## src/rtl/ps2_key_event_ctrl.sv

```systemverilog
// ps2_key_event_ctrl: turns PS/2 set-2 scan-code bytes into press/release events
// for the nine game keys. It decodes the E0/F0 prefixes, drops typematic repeats,
// keeps a held-key bitmap and queues events in a small FIFO.
// Latency: a byte sampled at edge N is written to the FIFO at edge N, so it is
// visible from cycle N+1. Backpressure: the FIFO drains when evt_valid&evt_ready.
// If the FIFO is full the event is dropped and overflow sticks high.
// Ports: clk/rst (async, active-high); byte_valid/byte_data from the PS/2 receiver;
// evt_valid/evt_ready/evt_key/evt_press show the FIFO head; held is the bitmap of
// keys down; overflow is sticky; seq_err pulses on a prefix timeout or a bad prefix.
module ps2_key_event_ctrl #(
  parameter int TIMEOUT_CYCLES = 2000000,
  parameter int FIFO_DEPTH     = 4
) (
  input  logic       clk,
  input  logic       rst,
  input  logic       byte_valid,
  input  logic [7:0] byte_data,
  input  logic       evt_ready,
  output logic       evt_valid,
  output logic [3:0] evt_key,
  output logic       evt_press,
  output logic [8:0] held,
  output logic       overflow,
  output logic       seq_err
);

  localparam int AW = $clog2(FIFO_DEPTH);
  localparam int PW = AW + 1;
  localparam int CW = (TIMEOUT_CYCLES > 1) ? $clog2(TIMEOUT_CYCLES) : 1;
  localparam logic [CW-1:0] CNT_LAST = CW'(TIMEOUT_CYCLES - 1);

  typedef enum logic [1:0] {IDLE, PRE_E0, PRE_F0, PRE_E0F0} state_t;

  state_t         state_q, state_d;
  logic [CW-1:0]  cnt_q, cnt_d;
  logic [8:0]     held_q, held_d;
  logic           ovf_q, ovf_d;
  logic           seq_err_q, seq_err_d;
  logic [PW-1:0]  wr_ptr_q, wr_ptr_d;
  logic [PW-1:0]  rd_ptr_q, rd_ptr_d;
  logic [3:0]     last_key_q, last_key_d;
  logic           last_press_q, last_press_d;
  logic [3:0]     mem_key_q   [FIFO_DEPTH];
  logic [3:0]     mem_key_d   [FIFO_DEPTH];
  logic           mem_press_q [FIFO_DEPTH];
  logic           mem_press_d [FIFO_DEPTH];

  logic       map_hit;
  logic [3:0] map_idx;
  logic       cand_make, cand_break;
  logic       push_req, new_press;
  logic       fifo_empty, fifo_full, pop, push;

  // Scan-code to mole index.
  always_comb begin
    map_hit = 1'b1;
    map_idx = 4'd0;
    case (byte_data)
      8'h15: map_idx = 4'd0;
      8'h1D: map_idx = 4'd1;
      8'h24: map_idx = 4'd2;
      8'h1C: map_idx = 4'd3;
      8'h1B: map_idx = 4'd4;
      8'h23: map_idx = 4'd5;
      8'h1A: map_idx = 4'd6;
      8'h22: map_idx = 4'd7;
      8'h21: map_idx = 4'd8;
      default: map_hit = 1'b0;
    endcase
  end

  // Prefix sequencer and timeout.
  always_comb begin
    state_d    = state_q;
    cnt_d      = cnt_q;
    seq_err_d  = 1'b0;
    cand_make  = 1'b0;
    cand_break = 1'b0;
    if (byte_valid) begin
      // A byte always wins over a coincident terminal count.
      cnt_d = '0;
      case (state_q)
        IDLE: begin
          if (byte_data == 8'hE0)      state_d = PRE_E0;
          else if (byte_data == 8'hF0) state_d = PRE_F0;
          else                         cand_make = map_hit;
        end
        PRE_E0: begin
          if (byte_data == 8'hF0)      state_d = PRE_E0F0;
          else if (byte_data != 8'hE0) state_d = IDLE;
        end
        PRE_F0: begin
          state_d    = IDLE;
          cand_break = map_hit;
          seq_err_d  = (byte_data == 8'hE0) || (byte_data == 8'hF0);
        end
        default: state_d = IDLE;
      endcase
    end else if (state_q != IDLE) begin
      if (cnt_q == CNT_LAST) begin
        state_d   = IDLE;
        seq_err_d = 1'b1;
        cnt_d     = '0;
      end else begin
        cnt_d = cnt_q + 1'b1;
      end
    end else begin
      cnt_d = '0;
    end
  end

  // Held bitmap and event generation; held changes even if the push is dropped.
  always_comb begin
    held_d    = held_q;
    push_req  = 1'b0;
    new_press = 1'b0;
    if (cand_make && !held_q[map_idx]) begin
      held_d[map_idx] = 1'b1;
      push_req        = 1'b1;
      new_press       = 1'b1;
    end
    if (cand_break && held_q[map_idx]) begin
      held_d[map_idx] = 1'b0;
      push_req        = 1'b1;
    end
  end

  // Event FIFO: extra pointer MSB separates full from empty.
  always_comb begin
    fifo_empty   = (wr_ptr_q == rd_ptr_q);
    fifo_full    = (wr_ptr_q[AW] != rd_ptr_q[AW]) &&
                   (wr_ptr_q[AW-1:0] == rd_ptr_q[AW-1:0]);
    pop          = !fifo_empty && evt_ready;
    push         = push_req && (!fifo_full || pop);
    ovf_d        = ovf_q || (push_req && fifo_full && !pop);
    wr_ptr_d     = push ? wr_ptr_q + 1'b1 : wr_ptr_q;
    rd_ptr_d     = pop  ? rd_ptr_q + 1'b1 : rd_ptr_q;
    mem_key_d    = mem_key_q;
    mem_press_d  = mem_press_q;
    last_key_d   = last_key_q;
    last_press_d = last_press_q;
    if (push) begin
      mem_key_d[wr_ptr_q[AW-1:0]]   = map_idx;
      mem_press_d[wr_ptr_q[AW-1:0]] = new_press;
    end
    // Remember the popped entry so the outputs hold it once the FIFO empties.
    if (pop) begin
      last_key_d   = mem_key_q[rd_ptr_q[AW-1:0]];
      last_press_d = mem_press_q[rd_ptr_q[AW-1:0]];
    end
  end

  always_ff @(posedge clk or posedge rst) begin
    if (rst) begin
      state_q      <= IDLE;
      cnt_q        <= '0;
      held_q       <= '0;
      ovf_q        <= 1'b0;
      seq_err_q    <= 1'b0;
      wr_ptr_q     <= '0;
      rd_ptr_q     <= '0;
      last_key_q   <= '0;
      last_press_q <= 1'b0;
      for (int i = 0; i < FIFO_DEPTH; i++) begin
        mem_key_q[i]   <= '0;
        mem_press_q[i] <= 1'b0;
      end
    end else begin
      state_q      <= state_d;
      cnt_q        <= cnt_d;
      held_q       <= held_d;
      ovf_q        <= ovf_d;
      seq_err_q    <= seq_err_d;
      wr_ptr_q     <= wr_ptr_d;
      rd_ptr_q     <= rd_ptr_d;
      last_key_q   <= last_key_d;
      last_press_q <= last_press_d;
      mem_key_q    <= mem_key_d;
      mem_press_q  <= mem_press_d;
    end
  end

  assign evt_valid = !fifo_empty;
  assign evt_key   = fifo_empty ? last_key_q   : mem_key_q[rd_ptr_q[AW-1:0]];
  assign evt_press = fifo_empty ? last_press_q : mem_press_q[rd_ptr_q[AW-1:0]];
  assign held      = held_q;
  assign overflow  = ovf_q;
  assign seq_err   = seq_err_q;

endmodule

```

## config.mk

```make
export PLATFORM = sky130hd
export DESIGN_NAME = ps2_key_event_ctrl
export DESIGN_NICKNAME = d
export VERILOG_FILES = /design/src/rtl/ps2_key_event_ctrl.sv
export SDC_FILE = /design/constraint.sdc
export NUM_CORES = 1
export LEC_CHECK = 0
export CORE_MARGIN = 1
export CORE_UTILIZATION = 58
export DETAILED_ROUTE_END_ITERATION = 6
export GPL_TIMING_DRIVEN = 0
export PLACE_DENSITY = 0.8
export SLEW_MARGIN = 25
export SYNTH_ARGS = -nofsm -noshare
export SYNTH_HDL_FRONTEND = slang
export SYNTH_SLANG_ARGS = --single-unit
export TNS_END_PERCENT = 50
```

## constraint.sdc

```tcl
create_clock -name clk -period 2.65 [get_ports clk]
set_clock_uncertainty 0.1 [all_clocks]
set_input_delay 0.265 -clock clk [delete_from_list [all_inputs] [get_ports clk]]
set_output_delay 0.265 -clock clk [all_outputs]
set_load 0.02 [all_outputs]
```

== Word level (Yosys, flattened, before mapping) ==
Cells that the tools add are included.
Word-level totals
  ROM bits: 0
  flip-flop bits (word level): 65
  memories kept: 0
  bits in writable memories: 0
  input port bits: 12
  bits in latches: 0
Operators by class
  shift operators: 0
  mux-type cells: 45
  divide/modulo/power cells: 0
  order comparisons: 5
  add/subtract/negate cells: 3
  eq/ne operators: 20
  bitwise logic cells: 5
  reduce and logical (&&, ||, !) cells: 22
  multiply operators: 0
Operators by type and width (number)
  21-bit two-way mux: 3
  8-bit by 5-bit equality test with 1-bit output (second input constant): 5
  8-bit by 6-bit equality test with 1-bit output (second input constant): 4
  4-bit case mux with 8 select lines: 1
  21-bit by 1-bit adder with 21-bit output (second input constant): 1
  21-bit equality test (second input constant): 1
  1-bit two-way mux: 19
  9-bit two-way mux: 2
  16-bit bitwise mux: 1
  8-bit equality test (second input constant): 2
  4-bit two-way mux: 4
  2-bit two-way mux: 7
  9-bit bitwise AND: 1
  1-bit logical AND: 9
  9-bit inverter: 1
  9-bit bitwise OR: 1
  9-bit OR reduction: 1
  4-bit binary-select mux with 2-bit select: 1
  4-bit demux with 2-bit select: 1
  4-bit != test (second input constant): 2
  8-bit != test (second input constant): 1
  3-bit by 1-bit adder with 3-bit output (second input constant): 2
  3-bit >= comparator (second input constant): 2
  2-bit inverter with 3-bit output: 2
  other kinds (19): 26

== Depth between registers and ports, before layout ==
Gate-level depths: netlist of run 1.
  word-level depth: 13
  mapped depth: 9

== Least setup slack after synthesis of run 1 ==
No wires, ideal clock.
  path type: input to register
  start point: input byte_data[3]
  end point: register mem_key_q[4] in the netlist's numbering
  setup slack: 0.003 ns
  setup time: 0.125 ns
  cell stages on the path: 7
  buffers on the path: 0
  required time: 2.425 ns
  arrival time: 2.422 ns
  path through: or3b_4 a2111oi_4 o21bai_1 nand4_2 or4_4 a21oi_4 mux2_2
Between the ends
  word-level cells in the longest chain between the ends: 11
  elaborated cells between the ends (all ways): 29
  classes of those cells: eq/ne: 11; mux: 13; reduce/logical: 5
RTL lines
  start, declared: RTL line 17  | input logic [7:0] byte_data,
  parallel branches: the longest is 11 deep, another holds 8-bit by 6-bit equality test with 1-bit output
  end signal, assigned: RTL line 178  | mem_key_q <= mem_key_d;
  end, declared: RTL line 43  | logic [3:0] mem_key_q [FIFO_DEPTH];
Several ways; the timed one is not identified. The select of a mux whose other input is x is not followed.
A chain may end at the register's enable or synchronous reset.

== Worst setup path after layout of run 1 ==
  start point: input byte_data[0]
  end point: register mem_key_q[7] in the netlist's numbering
Same word-level chain as after synthesis.

==> summary.md, run 1 <==
| Metric | Value |
|---|---|
| Worst path arrival time | 2.70 ns |
| Worst setup slack after layout | 0.0767 ns |
| Internal | 1.80 mW |
| Post-synthesis share of cell area spent on and, or, nand and nor gates | 0.169 |
| NumNets Final | 394 |
| Worst hold path stage count | 2 |
| Aggregate global routing overflow | 0 |
| Ordered cell list for the critical path | dlygate4sd2_1 > clkbuf_4 > nand4b_1 > o311a_1 > o211a_1 > or4_4 > a21oi_4 > mux2_4 |
| Number of CTS-inserted buffers | 9 |
| RSZ-0062 raised after global routing | no |
| CTS tree | yes |
| Remaining design rule violation count | 0 |
| Nets in the synthesized netlist | 349 |
| WS Path Type | input port to register |
| Die outline height | 80.9 µm |
| Category of the worst setup path capture point | register |
| Via count of the first global-routing pass | 2675 |
| Run status | finished clean |
| Post-cts hold buffer count | 0 |
| Average wire per cell in the routed design | 16.7 µm |
| Horizontal extent of the die | 80.9 µm |
| Final Wtd Congestion | 0.884 |
| Most common cell in the synthesized netlist | dfrtp_1 |
| Count of buffer and inverter cells on the critical path | 2 |
| Vias per std cell | 6.07 |
| Startpoint type of the worst setup path | input port |
| Hold_ws | 0.0993 ns |
| Number of fillers in the final layout | 426 |
| Mean instance size in the synthesized netlist | 10.9 µm² |
| Clock-pin slew reported for the worst setup and hold paths after clock tree synthesis | 0.08 ns |
| Minimum clock period | 2.57 ns |
| Maximum VDD drop | 422 µV |
| First-pass iteration count of the detailed router | 5 |
| Largest family of logic cells by synthesized area | simple AND/OR/NAND/NOR gates |
| Share of the synthesized area in compound gates (AO/OA/AOI/OAI) | 0.140 |
| Antenna violations before repair | 0 |
| Non-filler instance count after layout | 456 |
| Setup TNS | 0 ns |
| Most instantiated cells after synthesis | 65 x dfrtp_1, 40 x nor2_1, 28 x mux2_2 |
| Number of sinks on the clock net | 65 |
| Crit-path max cell delay | 0.61 ns |
| Post-synthesis cell area | 3610 µm² |
| Timing-limited maximum frequency | 0.389 GHz |
| Placed cell count | 435 |
| Worst reg2reg startpoint | held[6] |
| Portion of the post-synthesis area used by sequential elements | 0.450 |
| EDFF count, synth | 0 |
| Actual transition at the worst max-transition pin | 0.519 ns |
| Register bit total from synthesis | 65 |
| Count of warnings emitted by yosys | 0 |
| Required @ worst endpoint | 2.77 ns |
| Length in cells of the worst reg-to-reg path | 6 |
| Count of buffers inserted at the top-level ports | 28 |
| CTS root buf | clkbuf_8 |
| Combinational share of power | 0.250 |
| Total vias in the final route | 2770 |
| Count of routing violations after the opening detailed-route iteration | 171 |
| Parity-gate share of the synthesized area counting xor and xnor cells | 0.0630 |
| Maximum clock path buffer count | 2 |
| Portion of netlist area occupied by mux cells | 0.131 |
| End of the worst register-to-register path | mem_key_q[7] |
| Final period utilization | 0.971 |
| Overall track demand over capacity in global routing | 0.263 |
| Pre-CTS setup slack | -0.908 ns |
| Critical-path top delay cell | or4_4 |
| Pin count of the biggest net entering global routing | 38 |
| Top post-synthesis cells by area | dfrtp_1 45%, mux2_2 8.7%, xnor2_1 4.6% |
| Worst hold path type | input port to register |
| Hold violation total from the final report | 0 |
| Synthesized instance count | 331 |
| Critical-path maximum fanout | 10 |
| Clock share of power | 0.322 |
| Top FF cell, synth | dfrtp_1 |
| Routed Wire Length | 7630 µm |
| Initial cell density of the core | 0.607 |
| Power density over the cells | 609 nW/µm² |
| Die Area | 6550 µm² |
| Post-synth top area cell | dfrtp_1 |
| First-pass GRT wire length | 12800 µm |
| Post-synth cell types | 60 |
| Switching power as a share of total power | 0.326 |
| Area growth from synthesis to layout | 21.5% |
| Sequential power share | 0.428 |
| CP top delay family | simple AND/OR/NAND/NOR gates |
| Yosys top cell area share | 0.450 |
| Reported net switching power | 872 µW |
| Diodes inserted | 0 |
| Adder-cell share of the synthesized area | 0.0208 |
| Critical hold path startpoint | byte_data[4] |
| Clock insertion delay at the later pin of the skew report | 0.35 ns |
| Final setup violation count | 0 |
| Total number of H-tree levels | 3 |
| Core region area | 5960 µm² |
| Boundary pin count | 29 |
| Floorplan row count | 28 |
| Half-perimeter wire length after placement | 5310 µm |
| Proportion of register bits with asynchronous set or reset after synthesis | 1.00 |
| End point of the most critical hold path | state_q[0] |
| Relative max-transition margin | 0.651 |
| Total power consumption of the routed design | 2.67 mW |
| Fraction of layout cells with a size suffix above 1 | 0.286 |
| P_leak | 1.89 nW |
| Total count of max-transition violations in the final report | 0 |
| Number of nets with antenna violations after routing | 0 |
| Max-capacitance violation count | 0 |
| Worst setup slack for register-to-register paths | 0.11 ns |
power by group through the flow:
stage	Combinational [mW]	Clock [mW]	Sequential (mW)
finish	0.669	0.860	1.14
global route	0.730	0.916	1.15
CTS	0.627	0.867	1.14
detailed placement	0.624	0	1.14
global placement	0.600	0	1.13
floorplan	0.442	0	1.14
cell type report:
type / instances / area [µm²] / area share
repair buffers: 35 / 327 / 0.0744
well taps: 75 / 93.8 / 0.0214
inverters: 8 / 32.5 / 0.00741
clock inverters: 7 / 78.8 / 0.0180
flip-flops and latches: 65 / 1630 / 0.370
plain buffers: 13 / 87.6 / 0.0199
clock buffers: 9 / 124 / 0.0282
multi-input cells: 244 / 2020 / 0.460
kinds of logic (layout without fill, tap and decap cells):
kind of cell	after synthesis	in the layout
compound gates	59	59
xor+xnor	26	26
fa+ha+maj	6	6
buf+inv	22	72
flops	65	65
mux	37	37
simple gates	116	116
worst max-delay path by stage:
stage / startpoint / to / slack [ns] / cells past startpoint
floorplan: byte_data[3] / mem_key_q[4] / 0.003 / 7
global placement: byte_data[2] / wr_ptr_q[1] / -0.83 / 9
detailed placement: byte_data[4] / mem_key_q[7] / -0.91 / 9
CTS: rd_ptr_q[0] / evt_key[1] / -0.02 / 5
global route: byte_data[3] / mem_key_q[7] / 0.001 / 9
finish: byte_data[0] / mem_key_q[7] / 0.08 / 8
metrics by stage:
stage	cell area (µm²)	utilization
3_5_place_dp	4010	0.673
4_1_cts	4350	0.730
5_1_grt	4390	0.737
2_1_floorplan	3610	-
6_report	4390	0.737
3_3_place_gp	3990	0.669
layer usage:
layer	global-route usage	up-vias	share of wire
li1	-	1281	-
met2	0.418	105	0.48
met5	0	-	0
met3	0.0697	13	0.057
met1	0.345	1371	0.44
met4	0.0982	0	0.018
registers in the layout, summed over array words and instances, names as in the netlist:
register and flops:
last_key_q 4, state_q 2, wr_ptr_q 3, seq_err 1, rd_ptr_q 3, held 9
mem_key_q 16, last_press_q 1, cnt_q 21, mem_press_q 4, overflow 1
cells in the final DEF (no fill, tap or decap), drive strengths merged, types with 5 or more instances in the layout:
master	Yosys	layout
nand2	18	18
xor2	7	7
nor3	9	9
clkbuf	8	18
nor2b	5	5
dfrtp	65	65
a21oi	13	13
inv	8	9
ha	6	6
xnor2	19	19
o21ai	11	11
nand3	16	16
buf	6	18
clkdlybuf4s50	0	15
mux4	5	5
a31oi	10	10
mux2	32	32
nor2	40	40
repair_timing:
action / 4_1_cts / 5_1_grt
pin swaps: 10 / 6
setup endpoints to repair: 39 / 29
gates resized for setup: 50 / 20
buffers inserted: 4 / 2
(Power assumes the default switching activity.)
==> inputs of run 2 (changes only) <==
--- a/config.mk
+++ b/config.mk
@@ -5,6 +5,7 @@
 export SDC_FILE = /design/constraint.sdc
 export NUM_CORES = 1
 export LEC_CHECK = 0
+export ABC_AREA = 0
 export CORE_MARGIN = 1
 export CORE_UTILIZATION = 58
 export DETAILED_ROUTE_END_ITERATION = 6
==> constraint.sdc (replaced) <==
create_clock -name clk -period 2.65 [get_ports clk]
set_clock_uncertainty 0.1 [all_clocks]
set_input_delay 0.53 -clock clk [delete_from_list [all_inputs] [get_ports clk]]
set_output_delay 0.53 -clock clk [all_outputs]
set_load 0.02 [all_outputs]
==> summary.md, run 2 (synthesized netlist as in run 1, its figures left out) <==
| Metric | Value |
|---|---|
| Run status | complete, but fails checks |
| Violations in the final reports | negative setup slack |
| WS Path Type | input port to register |
| Total count of max-transition violations in the final report | 0 |
| Worst setup slack after layout | -0.140 ns |
| Non-filler instance count after layout | 476 |
| Number of fillers in the final layout | 329 |
| Final cell utilization of the core | 0.817 |
| Length in cells of the worst reg-to-reg path | 8 |
| Number of sinks on the clock net | 65 |
| Area taken by multi-input logic gates | 2200 µm² |
| Clock insertion delay at the later pin of the skew report | 0.34 ns |
| Most frequent standard cell in the layout excluding fill and tap cells | dfrtp_1 |
| Aggregate global routing overflow | 0 |
| Die outline height | 80.9 µm |
| Average wire per cell in the routed design | 21.3 µm |
| Flip-flop count of the largest register after layout | 21 |
| Worst setup slack for register-to-register paths | 0.01 ns |
| Final Wtd Congestion | 0.914 |
| Max-capacitance violation count | 0 |
| Startpoint type of the worst setup path | input port |
| Final setup violation count | 24 |
| Register containing the most flip-flops in the final layout | cnt_q |
| Total power consumption of the routed design | 3.01 mW |
| P_leak | 2.07 nW |
| Count of buffers inserted at the top-level ports | 28 |
| Total number of H-tree levels | 3 |
| Routed Wire Length | 10200 µm |
| Boundary pin count | 29 |
| Remaining design rule violation count | 0 |
| RSZ-0062 raised after global routing | yes |
| Pin count of the biggest net entering global routing | 48 |
| CTS root buf | clkbuf_8 |
| Required @ worst endpoint | 2.78 ns |
| Pre-CTS setup slack | -1.20 ns |
| Final period utilization | 1.05 |
| Critical-path maximum fanout | 5 |
| Placed cell count | 435 |
| Initial cell density of the core | 0.607 |
| Overall track demand over capacity in global routing | 0.313 |
| Minimum clock period | 2.79 ns |
| Horizontal extent of the die | 80.9 µm |
| Core region area | 5960 µm² |
| Worst path arrival time | 2.92 ns |
| Actual transition at the worst max-transition pin | 0.645 ns |
| Clock-pin slew reported for the worst setup and hold paths after clock tree synthesis | 0.08 ns |
| Number of nets with antenna violations after routing | 0 |
| Category of the worst setup path capture point | register |
| Maximum clock path buffer count | 2 |
| Fraction of layout cells with a size suffix above 1 | 0.367 |
| First-pass iteration count of the detailed router | 7 |
| Number of CTS-inserted buffers | 9 |
| Register area | 1630 µm² |
| Count of routing violations after the opening detailed-route iteration | 291 |
| Half-perimeter wire length after placement | 5390 µm |
| Die Area | 6550 µm² |
| Worst hold path type | input port to asynchronous set/reset pin |
| CTS tree | yes |
| Power density over the cells | 619 nW/µm² |
| Hold violation total from the final report | 0 |
| First-pass GRT wire length | 14800 µm |
| Maximum VDD drop | 560 µV |
| Total vias in the final route | 3042 |
| Relative max-transition margin | 0.565 |
| Worst reg2reg startpoint | held[0] |
| Antenna violations before repair | 0 |
| Area growth from synthesis to layout | 34.7% |
| Via count of the first global-routing pass | 2942 |
| NumNets Final | 414 |
| Most frequent cells in the layout | 65 x dfrtp_1, 37 x nor2_1, 21 x buf_4 |
| End of the worst register-to-register path | mem_key_q[11] |
| Timing-limited maximum frequency | 0.358 GHz |
| Diodes inserted | 0 |
| Vias per std cell | 6.39 |
| Floorplan row count | 28 |
run 2: changes by cell type in the layout (fill, tap and decap cells not counted), moves of 3 or more:
cell,change
mux2_4,+15
mux2_2,-13
buf_4,+12
buf_6,+8
clkbuf_8,+5
o21ai_0,-5
clkdlybuf4s15_2,+4
clkbuf_2,-3
clkinvlp_4,-3
dlygate4sd2_1,-3
dlymetal6s2s_1,-3
o21ai_1,+3
run 2: worst max-delay path by stage:
stage / start / endpoint / slack [ns] / cells past startpoint
floorplan: byte_data[3] / mem_key_q[4] / -0.26 / 7
global placement: byte_data[4] / mem_key_q[5] / -1.11 / 9
detailed placement: byte_data[2] / mem_key_q[1] / -1.20 / 8
CTS: byte_data[4] / mem_key_q[11] / -0.16 / 8
global route: byte_data[4] / mem_key_q[1] / -0.15 / 11
finish: byte_data[4] / mem_key_q[11] / -0.14 / 10
run 2: area by class of cell:
| type | count | area share |
|---|---|---|
| multi-input cells | 244 | 0.453 |
| flip-flops and latches | 65 | 0.334 |
| repair buffers | 56 | 0.112 |
| clock buffers | 12 | 0.0319 |
| plain buffers | 12 | 0.0234 |
| clock inverters | 4 | 0.0203 |
| well taps | 75 | 0.0193 |
| inverters | 8 | 0.00668 |
run 2: timing repair:
item / CTS / global route
buffers inserted: 18 / 8
pin swaps: 15 / 15
endpoints found under the setup margin: 39 / 38
cloned: 0 / 1
gates resized for setup: 113 / 33
hold buffers: 0 / 0
run 2: stage by stage:
| step | hold WS [ns] | instance area, µm² | TNS (ns) |
|---|---|---|---|
| finish | 0.378 | 4870 | -2.49 |
| global route | 0.409 | 4870 | -3.48 |
| CTS | 0.363 | 4710 | -2.02 |
| detailed placement | 0.367 | 4020 | -38.31 |
| global placement | 0.356 | 3990 | -79.84 |
| floorplan | 0.352 | 3620 | -4.41 |
run 2: worst max-delay path, stage by stage:
cell       delay (ns)
buf_8            0.11
buf_4            0.14
nand3b_1         0.21
a2111oi_4        0.12
buf_4            0.16
o311a_1          0.13
o211a_4          0.27
or4_4            0.59
a21oi_4          0.32
mux2_4           0.34
run 2: report_power, final:
group          internal, mW  switching, mW
Combinational         0.370          0.413
Sequential             1.05          0.105
Clock                 0.679          0.391
run 2: metal layers:
layer	share of wire	track usage	vias up
met1	0.39	0.377	1506
met2	0.51	0.523	174
li1	-	-	1326
met4	0.037	0.161	0
met5	0	0	-
met3	0.065	0.0708	36
